File: src/rtl/fb_writer.sv
// fb_writer: write-side port into the 512x512 RGB555 frame buffer SRAM.
//
// A start-coordinate command sets the X/Y write pointer. Pixels are buffered
// in a small FIFO. Each pixel is then written as two byte strobes, low byte
// first, and the pointer advances in raster order after the high byte.
// With BLANK_ONLY set, a strobe is only issued when video_fetch was low on
// the edge that registers it, so scanout fetches are never disturbed.
//
// Ports
//   clk          system clock, posedge
//   rst          asynchronous active-high reset
//   cmd_valid/cmd_ready/cmd_x/cmd_y   start-coordinate command handshake
//   px_valid/px_ready/px_data         pixel stream handshake (16-bit)
//   video_fetch  scanout owns SRAM this cycle
//   wstb         one-cycle byte-write strobe
//   waddr        byte address {Y, X, byte_sel}
//   srpage       SRAM page {3'b000, Y[8:4]}
//   wdata        byte to write, valid with wstb
//   busy         FIFO non-empty or write in progress
//
// State   | meaning
// S_IDLE  | nothing in flight; pops the FIFO head when one is available
// S_LO    | pixel register loaded, low byte pending
// S_HI    | low byte written, high byte pending

module fb_writer #(
    parameter int FIFO_DEPTH = 16,
    parameter bit BLANK_ONLY = 1'b1
) (
    input  logic        clk,
    input  logic        rst,
    input  logic        cmd_valid,
    output logic        cmd_ready,
    input  logic [8:0]  cmd_x,
    input  logic [8:0]  cmd_y,
    input  logic        px_valid,
    output logic        px_ready,
    input  logic [15:0] px_data,
    input  logic        video_fetch,
    output logic        wstb,
    output logic [18:0] waddr,
    output logic [7:0]  srpage,
    output logic [7:0]  wdata,
    output logic        busy
);

    localparam int AW = $clog2(FIFO_DEPTH);

    typedef enum logic [1:0] {
        S_IDLE = 2'd0,
        S_LO   = 2'd1,
        S_HI   = 2'd2
    } state_t;

    state_t state, state_nx;

    logic [15:0] mem [FIFO_DEPTH];
    logic [AW:0] wr_ptr, rd_ptr;
    logic [AW:0] fill;
    logic        empty, full;
    logic        push, pop;

    logic [15:0] pix;
    logic [8:0]  x, y;
    logic        allowed;
    logic        cmd_fire;
    logic        strobe, strobe_hi, adv;

    // ---------------- FIFO ----------------
    // Pointers carry one extra wrap bit so full and empty are distinguishable.
    assign fill     = wr_ptr - rd_ptr;
    assign empty    = (wr_ptr == rd_ptr);
    assign full     = (fill == (AW+1)'(FIFO_DEPTH));
    assign px_ready = !full;
    assign push     = px_valid && px_ready;

    always_ff @(posedge clk) begin
        if (push) begin
            mem[wr_ptr[AW-1:0]] <= px_data;
        end
    end

    always_ff @(posedge clk or posedge rst) begin
        if (rst) begin
            wr_ptr <= '0;
            rd_ptr <= '0;
        end else begin
            if (push) wr_ptr <= wr_ptr + 1'b1;
            if (pop)  rd_ptr <= rd_ptr + 1'b1;
        end
    end

    // ---------------- handshake / status ----------------
    assign cmd_ready = empty && (state == S_IDLE);
    assign cmd_fire  = cmd_valid && cmd_ready;
    assign busy      = !empty || (state != S_IDLE);

    // video_fetch is sampled on the same edge that would register the strobe.
    assign allowed   = !(BLANK_ONLY && video_fetch);

    // ---------------- FSM: state register ----------------
    always_ff @(posedge clk or posedge rst) begin
        if (rst) state <= S_IDLE;
        else     state <= state_nx;
    end

    // ---------------- FSM: next state ----------------
    always_comb begin
        state_nx = state;
        case (state)
            S_IDLE: if (!empty) state_nx = S_LO;
            S_LO:   if (allowed) state_nx = S_HI;
            S_HI:   if (allowed) state_nx = empty ? S_IDLE : S_LO;
            default: state_nx = S_IDLE;
        endcase
    end

    // ---------------- FSM: outputs ----------------
    // The next pixel is popped on the same edge as the high-byte strobe so
    // pixels stream at one per two cycles with no bubble.
    always_comb begin
        pop       = 1'b0;
        strobe    = 1'b0;
        strobe_hi = 1'b0;
        adv       = 1'b0;
        case (state)
            S_IDLE: pop = !empty;
            S_LO:   strobe = allowed;
            S_HI: begin
                strobe    = allowed;
                strobe_hi = allowed;
                adv       = allowed;
                pop       = allowed && !empty;
            end
            default: ;
        endcase
    end

    // ---------------- datapath ----------------
    always_ff @(posedge clk or posedge rst) begin
        if (rst) begin
            wstb   <= 1'b0;
            waddr  <= '0;
            srpage <= '0;
            wdata  <= '0;
            pix    <= '0;
            x      <= '0;
            y      <= '0;
        end else begin
            wstb <= strobe;
            if (strobe) begin
                waddr  <= {y, x, strobe_hi};
                wdata  <= strobe_hi ? pix[15:8] : pix[7:0];
                srpage <= {3'b000, y[8:4]};
            end
            if (pop) begin
                pix <= mem[rd_ptr[AW-1:0]];
            end
            // A command is only accepted when idle, so it never races an advance.
            if (cmd_fire) begin
                x <= cmd_x;
                y <= cmd_y;
            end else if (adv) begin
                if (x == 9'd511) begin
                    x <= 9'd0;
                    y <= y + 9'd1;
                end else begin
                    x <= x + 9'd1;
                end
            end
        end
    end

endmodule

File: config.mk
export PLATFORM = sky130hd
export DESIGN_NAME = fb_writer
export DESIGN_NICKNAME = d
export VERILOG_FILES = /design/src/rtl/fb_writer.sv
export SDC_FILE = /design/constraint.sdc
export NUM_CORES = 1
export LEC_CHECK = 0
export CORE_MARGIN = 2
export CORE_UTILIZATION = 59
export CTS_CLUSTER_DIAMETER = 40
export DETAILED_ROUTE_END_ITERATION = 10
export GPL_TIMING_DRIVEN = 0
export MAX_ROUTING_LAYER = met4
export PLACE_DENSITY = 0.87
export RECOVER_POWER = 50
export SETUP_SLACK_MARGIN = 0.1
export SLEW_MARGIN = 20
export SYNTH_ARGS = -nofsm -noshare
export SYNTH_HDL_FRONTEND = slang
export SYNTH_SLANG_ARGS = --single-unit
File: constraint.sdc
create_clock -name clk -period 4.5 [get_ports clk]
set_input_delay 0.675 -clock clk [delete_from_list [all_inputs] [get_ports clk]]
set_output_delay 0.675 -clock clk [all_outputs]
set_load 0.03 [all_outputs]
Yosys cells after proc, flatten, opt, wreduce, memory -nomap -nowiden --
Memories as Yosys holds them, arrays and structs flattened. A register that Yosys moved wholly into a read port is not among the register bits. Index checks and enable logic that the tools add are counted.
Operators by class: add/subtract/negate cells 5, eq/ne operators 8, mux-type cells 17, reduce and logical (&&, ||, !) cells 15
Operator list (count):
- two-way mux 9 bit | 6
- adder 9 x 1 -> 9 bit, second input constant | 2
- adder 5 x 1 -> 5 bit, second input constant | 2
- == test 9 bit, second input constant | 1
- two-way mux 8 bit | 1
- two-way mux 2 bit | 3
- inequality test 2 bit, second input constant | 3
- case mux 2 bit (3 select lines) | 1
- nonzero test 2 bit | 3
- == test 5 bit | 1
- == test 5 bit, second input constant | 1
- two-way mux 1 bit | 5
- subtractor 5 bit | 1
- logical AND 1 bit | 4
- zero test 1 bit | 3
- AND reduction 3 bit | 1
- == test 2 x 1 -> 1 bit, second input constant | 1
- == test 2 bit, second input constant | 1
- zero test 2 bit | 1
- case mux 1 bit (2 select lines) | 1
- AND reduction 2 bit | 1
- OR reduction 2 bit | 1
- logical OR 1 bit | 1
Storage, ports and cells: register bits after elaboration 63, bits in writable memories 256, input port bits 39, output and inout bits 39, logic and storage cells 55, memories 1
Memories:
- mem | depth 16, width 16, read ports 1, clocked after Yosys merged registers in 1, wr ports 1, RTL line 57 | logic [15:0] mem [FIFO_DEPTH];

Logic depth before layout (Yosys ltp) --
Gate-level depths: netlist of run 1.
depth in word-level cells 6, depth in mapped cells 11, mapped depth without buffers 10

Worst setup path before layout of run 1 --
No wires, ideal clock.
kind reg-to-reg, start point register rd_ptr[1], end point memory mem[11][0], enable pin, setup time 409 ps, arrival 3385 ps, data required time 4091 ps, slack 706 ps, cell stages (with the launch flop) 10, path buffers 2, clock period less this slack 3794 ps, cell sequence dfrtp_1 buf_2 buf_1 inv_1 ha_1 and2b_1 a21bo_2 xor2_4 o41ai_4 nor3_1
On the way: cells in the longest elaborated chain, start to end 6
Ends and longest elaborated chain:
- start: declaration | RTL line 58 | logic [AW:0] wr_ptr, rd_ptr;
- start signal: assignment | RTL line 89 | if (pop) rd_ptr <= rd_ptr + 1'b1;
- subtractor 5 bit | RTL line 71 | assign fill = wr_ptr - rd_ptr;
- == test 5 bit | RTL line 73 | assign full = (fill == (AW+1)'(FIFO_DEPTH));
- zero test 1 bit | RTL line 74 | assign px_ready = !full;
- logical AND 1 bit | RTL line 75 | assign push = px_valid && px_ready;
- two-way mux 1 bit | RTL line 78 | if (push) begin
- two-way mux 1 bit (implied by the code) | RTL line 79 | mem[wr_ptr[AW-1:0]] <= px_data;
- end: declaration | RTL line 57
Every way passes these cells.

Final worst setup path of run 1 --
start point register rd_ptr[1], end point output px_ready
On the way: cells in the longest elaborated chain, start to end 3
Ends and longest elaborated chain:
- subtractor 5 bit | RTL line 71
- == test 5 bit | RTL line 73
- zero test 1 bit | RTL line 74
- end: declaration | RTL line 37 | output logic px_ready,
Every way passes these cells.

==> results of run 1 <==
-- cell type report --
type                       count  area [µm²]
sequential                   330        9540
fill                        1312        6440
multi-input combinational    372        3770
clock buffer                  45        1020
timing repair buffer          87         891
tap                          285         357
clock inverter                23         244
buffer                        38         196
inverter                      14        53.8
-- layout by cell type (no fill, tap or decap), types with 4 or more instances in the layout --
master,instances
mux2_2,19
buf_2,10
nor2_1,28
dfrtp_1,74
mux4_2,64
buf_4,13
inv_1,12
nand4_1,5
buf_8,6
xor2_1,5
ha_1,17
bufinv_16,4
o21ai_0,18
a31oi_1,5
dlygate4sd3_1,17
nor2_4,7
mux2i_1,41
clkbuf_1,20
and3_1,5
nor2_2,8
nand2b_1,4
clkinv_2,7
edfxtp_1,256
nand2_1,45
clkdlybuf4s50_1,57
a21oi_1,22
nand3_1,9
xnor2_1,9
o221ai_1,16
clkbuf_16,39
-- logic make-up after synthesis --
family | count (synthesis) | share of synthesized area, %
compound gates | 76 | 4.19
xor+xnor | 17 | 1.36
fa+ha+maj | 17 | 1.58
buf+inv | 54 | 1.89
flops | 330 | 70.8
mux | 125 | 15.4
other cells | 1 | 0.0278
simple gates | 134 | 4.75
-- worst min-delay path, cell delays in order, from the launching register on --
cell and delay (ns):
dfrtp_1 0.34, nand2_1 0.05, o21ai_0 0.06
-- power by group --
group | switching, mW | internal [mW] | leakage [nW]
clock | 1.21 | 1.86 | 0.619
combinational | 2.30 | 1.67 | 1.89
sequential | 0.354 | 3.86 | 3.25
-- worst paths after layout --
kind	from	end	slack, ns
setup / recovery	rd_ptr[1]	px_ready	0.28
hold / removal	wdata[2]	wdata[2]	0.48
setup reg to reg	rd_ptr[1]	mem[11][4]	0.74
hold reg to reg	wdata[2]	wdata[2]	0.48
max in group asynchronous	rst	wdata[3]	1.08
min in group asynchronous	rst	waddr[13]	1.12
-- per-layer routing --
metal	track usage (%)	vias up
li1	-	3215
met1	34.4	3770
met2	44.5	467
met3	4.82	102
met4	11.8	0
met5	-	-
-- timing repair --
action,4_1_cts,5_1_grt
gates cloned,0,0
endpoints found under the setup margin,3,1
resized for setup,0,1
-- flip-flops by register name (all words and copies together), names as in the netlist --
signal	cells
waddr	19
wdata	8
state	2
pix	16
x	9
rd_ptr	5
mem	256
y	9
wstb	1
wr_ptr	5
-- metrics by stage --
stage               hold slack, ns  setup WS (ns)  cells  utilization, %
floorplan                    0.455          0.706    756               -
global placement             0.460          -1.40   1115            64.8
detailed placement           0.469          0.138   1128            65.9
CTS                          0.481          0.150   1194            71.5
global route                 0.517          0.191   1194            71.4
finish                       0.476          0.279   1194            71.4
==> impl_metrics.env, run 1 <==
export IMPL_synth_distinct_cells=54
export IMPL_io_pins=78
export IMPL_required_ns=3.83
export IMPL_cts_made_buffers=38
export IMPL_ctsHtreeMaxLevel=2
export IMPL_crit_cells=8
export IMPL_synth_area_um2=13500
export IMPL_cts_clk_slew_worst_paths_ns=0.05
export IMPL_critical_path_arrival_ns=3.55
export IMPL_drt_iter0_drc=833
export IMPL_wl_per_cell_um=25.8
export IMPL_grt_pass1_wl_um=46800
export IMPL_seq_area_frac_synth_pct=70.8
export IMPL_finalSetupTns_ns=0
export IMPL_path_class="flip-flop to output pin"
export IMPL_cp_max_fo=19
export IMPL_synthMostInstantiatedCell="edfxtp_1"
export IMPL_status="complete, but fails checks"
export IMPL_drive_gt1_share_pct=23.2
export IMPL_die_w_um=155
export IMPL_area_delta_synth_final_pct=19.2
export IMPL_crit_family="buffers and inverters"
export IMPL_met2_length_um=15400
export IMPL_hold_path_class="flip-flop to flip-flop"
export IMPL_design_die_area_um2=24100
export IMPL_min_period_over_period_pct=93.8
export IMPL_drtAntennaViolNets=0
export IMPL_drt_wl_total_um=30800
export IMPL_wl_met3_um=2750
export IMPL_yosysTopAreaCellShare_pct=57.0
export IMPL_grt_use_total_pct=27.3
export IMPL_grt_max_degree=44
export IMPL_ir_worst_vdd_v=0.000517
export IMPL_netlist_instances=754
export IMPL_cp_cell_sequence="clkbuf_4, inv_1, ha_1, and2b_1, a21bo_2, xor2_4, a21o_1, clkdlybuf4s50_1"
export IMPL_worstMarginPinSlew_ns=1.97
export IMPL_io_buffers=74
export IMPL_crit_path_max_incr_delay_ns=0.66
export IMPL_synth_edf_count=256
export IMPL_r2r_cells=10
export IMPL_num_vias=7554
export IMPL_nets=937
export IMPL_met1Wirelength_um=11300
export IMPL_worst_hold_path_num_cells=2
export IMPL_postLayoutCellArea_um2=16100
export IMPL_grt_pass1_vias=7906
export IMPL_top_layer_used="met4"
export IMPL_slew_headroom_pct=-32.0
export IMPL_cp_buffers_inverters=3
export IMPL_p_leak_nw=5.75
export IMPL_hold_viol=0
export IMPL_cts_root_buf="clkbuf_16"
export IMPL_timing_final_crit_period_ns=4.22
export IMPL_ys_top_cells_by_area="edfxtp_1, dfrtp_1, mux4_2, mux2i_1, mux2_2"
export IMPL_synth_ff_type="edfxtp_1"
export IMPL_drc_errors=0
export IMPL_async_reset_ff_share_pct=22.4
export IMPL_grt_overflow=0
export IMPL_synth_top_area_cell="edfxtp_1"
export IMPL_cap_viol_max_count=2
export IMPL_dp_hpwl_um=19500
export IMPL_gp_congestion=0.829
export IMPL_crit_slowest_cell="clkdlybuf4s50_1"
export IMPL_core_area_um2=22500
export IMPL_setup_viol=0
export IMPL_die_h_um=155
export IMPL_total_power_mw=11.3
export IMPL_vias_per_cell=6.33
export IMPL_initial_core_util_pct=59.9
export IMPL_clock_path_buffers=3
export IMPL_rsz0062_at_grt="false"
export IMPL_startpoint_type="flip-flop"
export IMPL_maxClockFrequency_mhz=237
export IMPL_violations="capacitance limit, slew limit"
export IMPL_drt_pass1_iterations=5
export IMPL_antenna_cells=0
export IMPL_end_kind="output pin"
export IMPL_placed_cell_area_um2=14800
export IMPL_drv_slew=77
export IMPL_grt_antenna_before_repair=0
export IMPL_cts_hold_buf=0
export IMPL_ys_top_cells_by_count="edfxtp_1, dfrtp_1, mux4_2, nand2_1, nor2_1"
export IMPL_rows=55
export IMPL_clock_latency_ns=0.52
export IMPL_ys_seq_elements=330
export IMPL_cts_tree="done"
export IMPL_post_cts_setup_buffers=0
export IMPL_yosysWarnings=0
export IMPL_p_per_area_nw_per_um2=700
export IMPL_clkSinkCount=330
export IMPL_fin_skew_ns=0.0175
export IMPL_avgSynthCellArea_um2=17.9
Power figures use the tool's default switching activity.
==> inputs of run 2 (changes only) <==
--- a/config.mk
+++ b/config.mk
@@ -5,13 +5,14 @@
 export SDC_FILE = /design/constraint.sdc
 export NUM_CORES = 1
 export LEC_CHECK = 0
+export ABC_AREA = 1
 export CORE_MARGIN = 2
-export CORE_UTILIZATION = 59
+export CORE_UTILIZATION = 60
 export CTS_CLUSTER_DIAMETER = 40
 export DETAILED_ROUTE_END_ITERATION = 10
 export GPL_TIMING_DRIVEN = 0
 export MAX_ROUTING_LAYER = met4
-export PLACE_DENSITY = 0.87
+export PLACE_DENSITY = 0.88
 export RECOVER_POWER = 50
 export SETUP_SLACK_MARGIN = 0.1
 export SLEW_MARGIN = 20
==> impl_metrics.env, run 2 <==
export IMPL_rsz0062_at_grt="false"
export IMPL_ys_seq_elements=330
export IMPL_hold_viol=0
export IMPL_path_class="flip-flop to output pin"
export IMPL_cap_viol_max_count=1
export IMPL_required_ns=3.83
export IMPL_largest_reg_flops=256
export IMPL_synth_edf_count=256
export IMPL_vias_per_cell=5.76
export IMPL_drv_slew=52
export IMPL_cts_clk_slew_worst_paths_ns=0.06
export IMPL_cts_tree="done"
export IMPL_drt_wl_total_um=38500
export IMPL_io_pins=78
export IMPL_maxClockFrequency_mhz=239
export IMPL_cts_hold_buf=0
export IMPL_ys_top_cells_by_count="nor2_1, nand2_1, edfxtp_1, o21ai_0, inv_1"
export IMPL_antenna_cells=0
export IMPL_min_period_over_period_pct=93.1
export IMPL_drive_gt1_share_pct=9.12
export IMPL_hold_path_class="flip-flop to flip-flop"
export IMPL_die_h_um=158
export IMPL_place_ws_ns=0.611
export IMPL_p_switching_mw=4.51
export IMPL_die_w_um=158
export IMPL_fin_ws_ns=0.309
export IMPL_use_met2_pct=52.8
export IMPL_async_reset_ff_share_pct=22.4
export IMPL_ctsHtreeMaxLevel=2
export IMPL_nFillCells=1575
export IMPL_ir_worst_vdd_v=0.000489
export IMPL_startpoint_type="flip-flop"
export IMPL_end_kind="output pin"
export IMPL_initial_core_util_pct=60.9
export IMPL_synth_ff_type="edfxtp_1"
export IMPL_synth_top_area_cell="edfxtp_1"
export IMPL_seq_area_frac_synth_pct=66.9
export IMPL_timing_final_crit_period_ns=4.19
export IMPL_grt_use_total_pct=32.4
export IMPL_worst_hold_path_num_cells=2
export IMPL_io_buffers=74
export IMPL_clkSinkCount=330
export IMPL_drt_iter0_drc=1350
export IMPL_r2r_cells=12
export IMPL_r2r_start="rd_ptr[3]"
export IMPL_yosysTopAreaCellShare_pct=53.9
export IMPL_crit_start="rd_ptr[3]"
export IMPL_ff_latch_area_um2=9540
export IMPL_drc_errors=0
export IMPL_worstMarginPinSlew_ns=2.61
export IMPL_seq_power_share_pct=34.8
export IMPL_switching_share_pct=39.2
export IMPL_yosysWarnings=0
export IMPL_post_cts_setup_buffers=0
export IMPL_grt_overflow=0
export IMPL_synthMostInstantiatedCell="nor2_1"
export IMPL_num_vias=10814
export IMPL_gp_congestion=0.997
export IMPL_avgSynthCellArea_um2=10.2
export IMPL_netlist_instances=1399
export IMPL_grt_antenna_before_repair=0
export IMPL_clock_latency_ns=0.54
export IMPL_violations="capacitance limit, slew limit"
export IMPL_p_per_area_nw_per_um2=680
export IMPL_rows=56
export IMPL_dp_hpwl_um=25000
export IMPL_drtAntennaViolNets=0
export IMPL_pwr_share_clk_pct=28.7
export IMPL_drt_pass1_iterations=5
export IMPL_p_comb_share_pct=36.5
export IMPL_cts_root_buf="clkbuf_16"
export IMPL_synth_distinct_cells=29
export IMPL_hold_start="waddr[4]"
export IMPL_nets=1581
export IMPL_wl_per_cell_um=20.5
export IMPL_final_cell_mix="nor2_1, nand2_1, edfxtp_1, o21ai_0"
export IMPL_cp_max_fo=10
export IMPL_grt_max_degree=52
export IMPL_critical_path_arrival_ns=3.52
export IMPL_design_die_area_um2=25000
export IMPL_grt_pass1_wl_um=58000
export IMPL_final_common_cell="nor2_1"
export IMPL_p_int_mw=6.99
export IMPL_clock_path_buffers=3
export IMPL_setup_viol=0
export IMPL_area_delta_synth_final_pct=18.7
export IMPL_grt_met1_usage_pct=39.4
export IMPL_fin_skew_ns=0.0199
export IMPL_slew_headroom_pct=-74.2
export IMPL_grt_pass1_vias=10590
export IMPL_fin_util_pct=72.3
export IMPL_core_area_um2=23400
export IMPL_status="complete, but fails checks"
export IMPL_cts_made_buffers=40
export IMPL_multiInputGateArea_um2=4080
export IMPL_synth_area_um2=14300
export IMPL_finalSetupTns_ns=0
export IMPL_grt_busiest_layer="met2"
export IMPL_met3_usage_pct=6.71
export IMPL_p_leak_nw=6.76
export IMPL_ys_top_cells_by_area="edfxtp_1, dfrtp_1, nor2_1, nand2_1, o21ai_0"
run 2: changes by cell type in the layout (fill, tap and decap cells not counted), moves of 64 or more:
cell     before  now
inv_1        12   80
mux4_2       64    0
nand2_1      45  284
nand3_1       9   80
nor2_1       28  311
o21ai_0      18  164
run 2: metal layers:
| layer | vias to the layer above | share of wire, % |
|---|---|---|
| met3 | 152 | 11 |
| li1 | 4897 | - |
| met4 | 0 | 4.9 |
| met1 | 5074 | 36 |
| met2 | 691 | 48 |
| met5 | - | 0 |
run 2: power groups by stage:
stage,logic (mW),registers [mW],clock network (mW)
global route,4.55,4.04,3.44
detailed placement,4.02,4.05,0
global placement,3.81,4.03,0
floorplan,2.46,4.13,0
finish,4.20,4.00,3.31
CTS,4.09,4.00,3.31
run 2: worst paths after layout:
| check | slack [ns] | endpoint |
|---|---|---|
| max | 0.31 | px_ready |
| min | 0.49 | waddr[4] |
| max reg2reg | 0.71 | mem[10][7] |
| min reg2reg | 0.49 | waddr[4] |
| max in group asynchronous | 0.78 | state[1] |
| min in group asynchronous | 0.80 | y[6] |
run 2: kinds of logic (layout without fill, tap and decap cells):
family	after synthesis	in the layout	share of synthesized area, %
buffers and inverters	159	315	4.78
other	1	3	0.0263
XOR/XNOR	15	15	0.975
adder cells (fa/ha/maj)	17	17	1.49
AO/OA/AOI/OAI	168	168	5.90
flip-flops	330	330	66.9
AND/OR/NAND/NOR	709	709	19.9
run 2: area by class of cell:
class / count / share of cell area [%]
Sequential cell: 330 / 56.4
Multi-Input combinational cell: 912 / 24.1
Clock buffer: 45 / 6.21
Timing Repair Buffer: 83 / 5.00
Tap cell: 319 / 2.36
Buffer: 71 / 2.07
Inverter: 87 / 1.95
Clock inverter: 29 / 1.94
run 2: metrics by stage:
stage	total power [mW]	instance area [µm²]	instances	hold WS [ns]
after floorplan	6.59	14300	1401	0.470
after global placement	7.84	15400	1794	0.463
after CTS	11.4	16900	1877	0.475
final	11.5	16900	1876	0.486
after detailed placement	8.07	15600	1803	0.473
after global routing	12.0	16900	1876	0.508
run 2: critical path, cell delays in order, from the launching register on:
cell and delay [ns]:
dfrtp_1 0.38, inv_1 0.07, clkbuf_1 0.45, clkbuf_2 0.39, ha_1 0.33, a21oi_1 0.24
nand3_1 0.11, nand2_1 0.07, inv_1 0.04, nand2_2 0.16, clkdlybuf4s50_1 0.74
run 2: repair_timing:
action	in CTS	in global routing
hold endpoints to repair	0	0
setup endpoints to repair	0	2
gates resized for setup	0	2
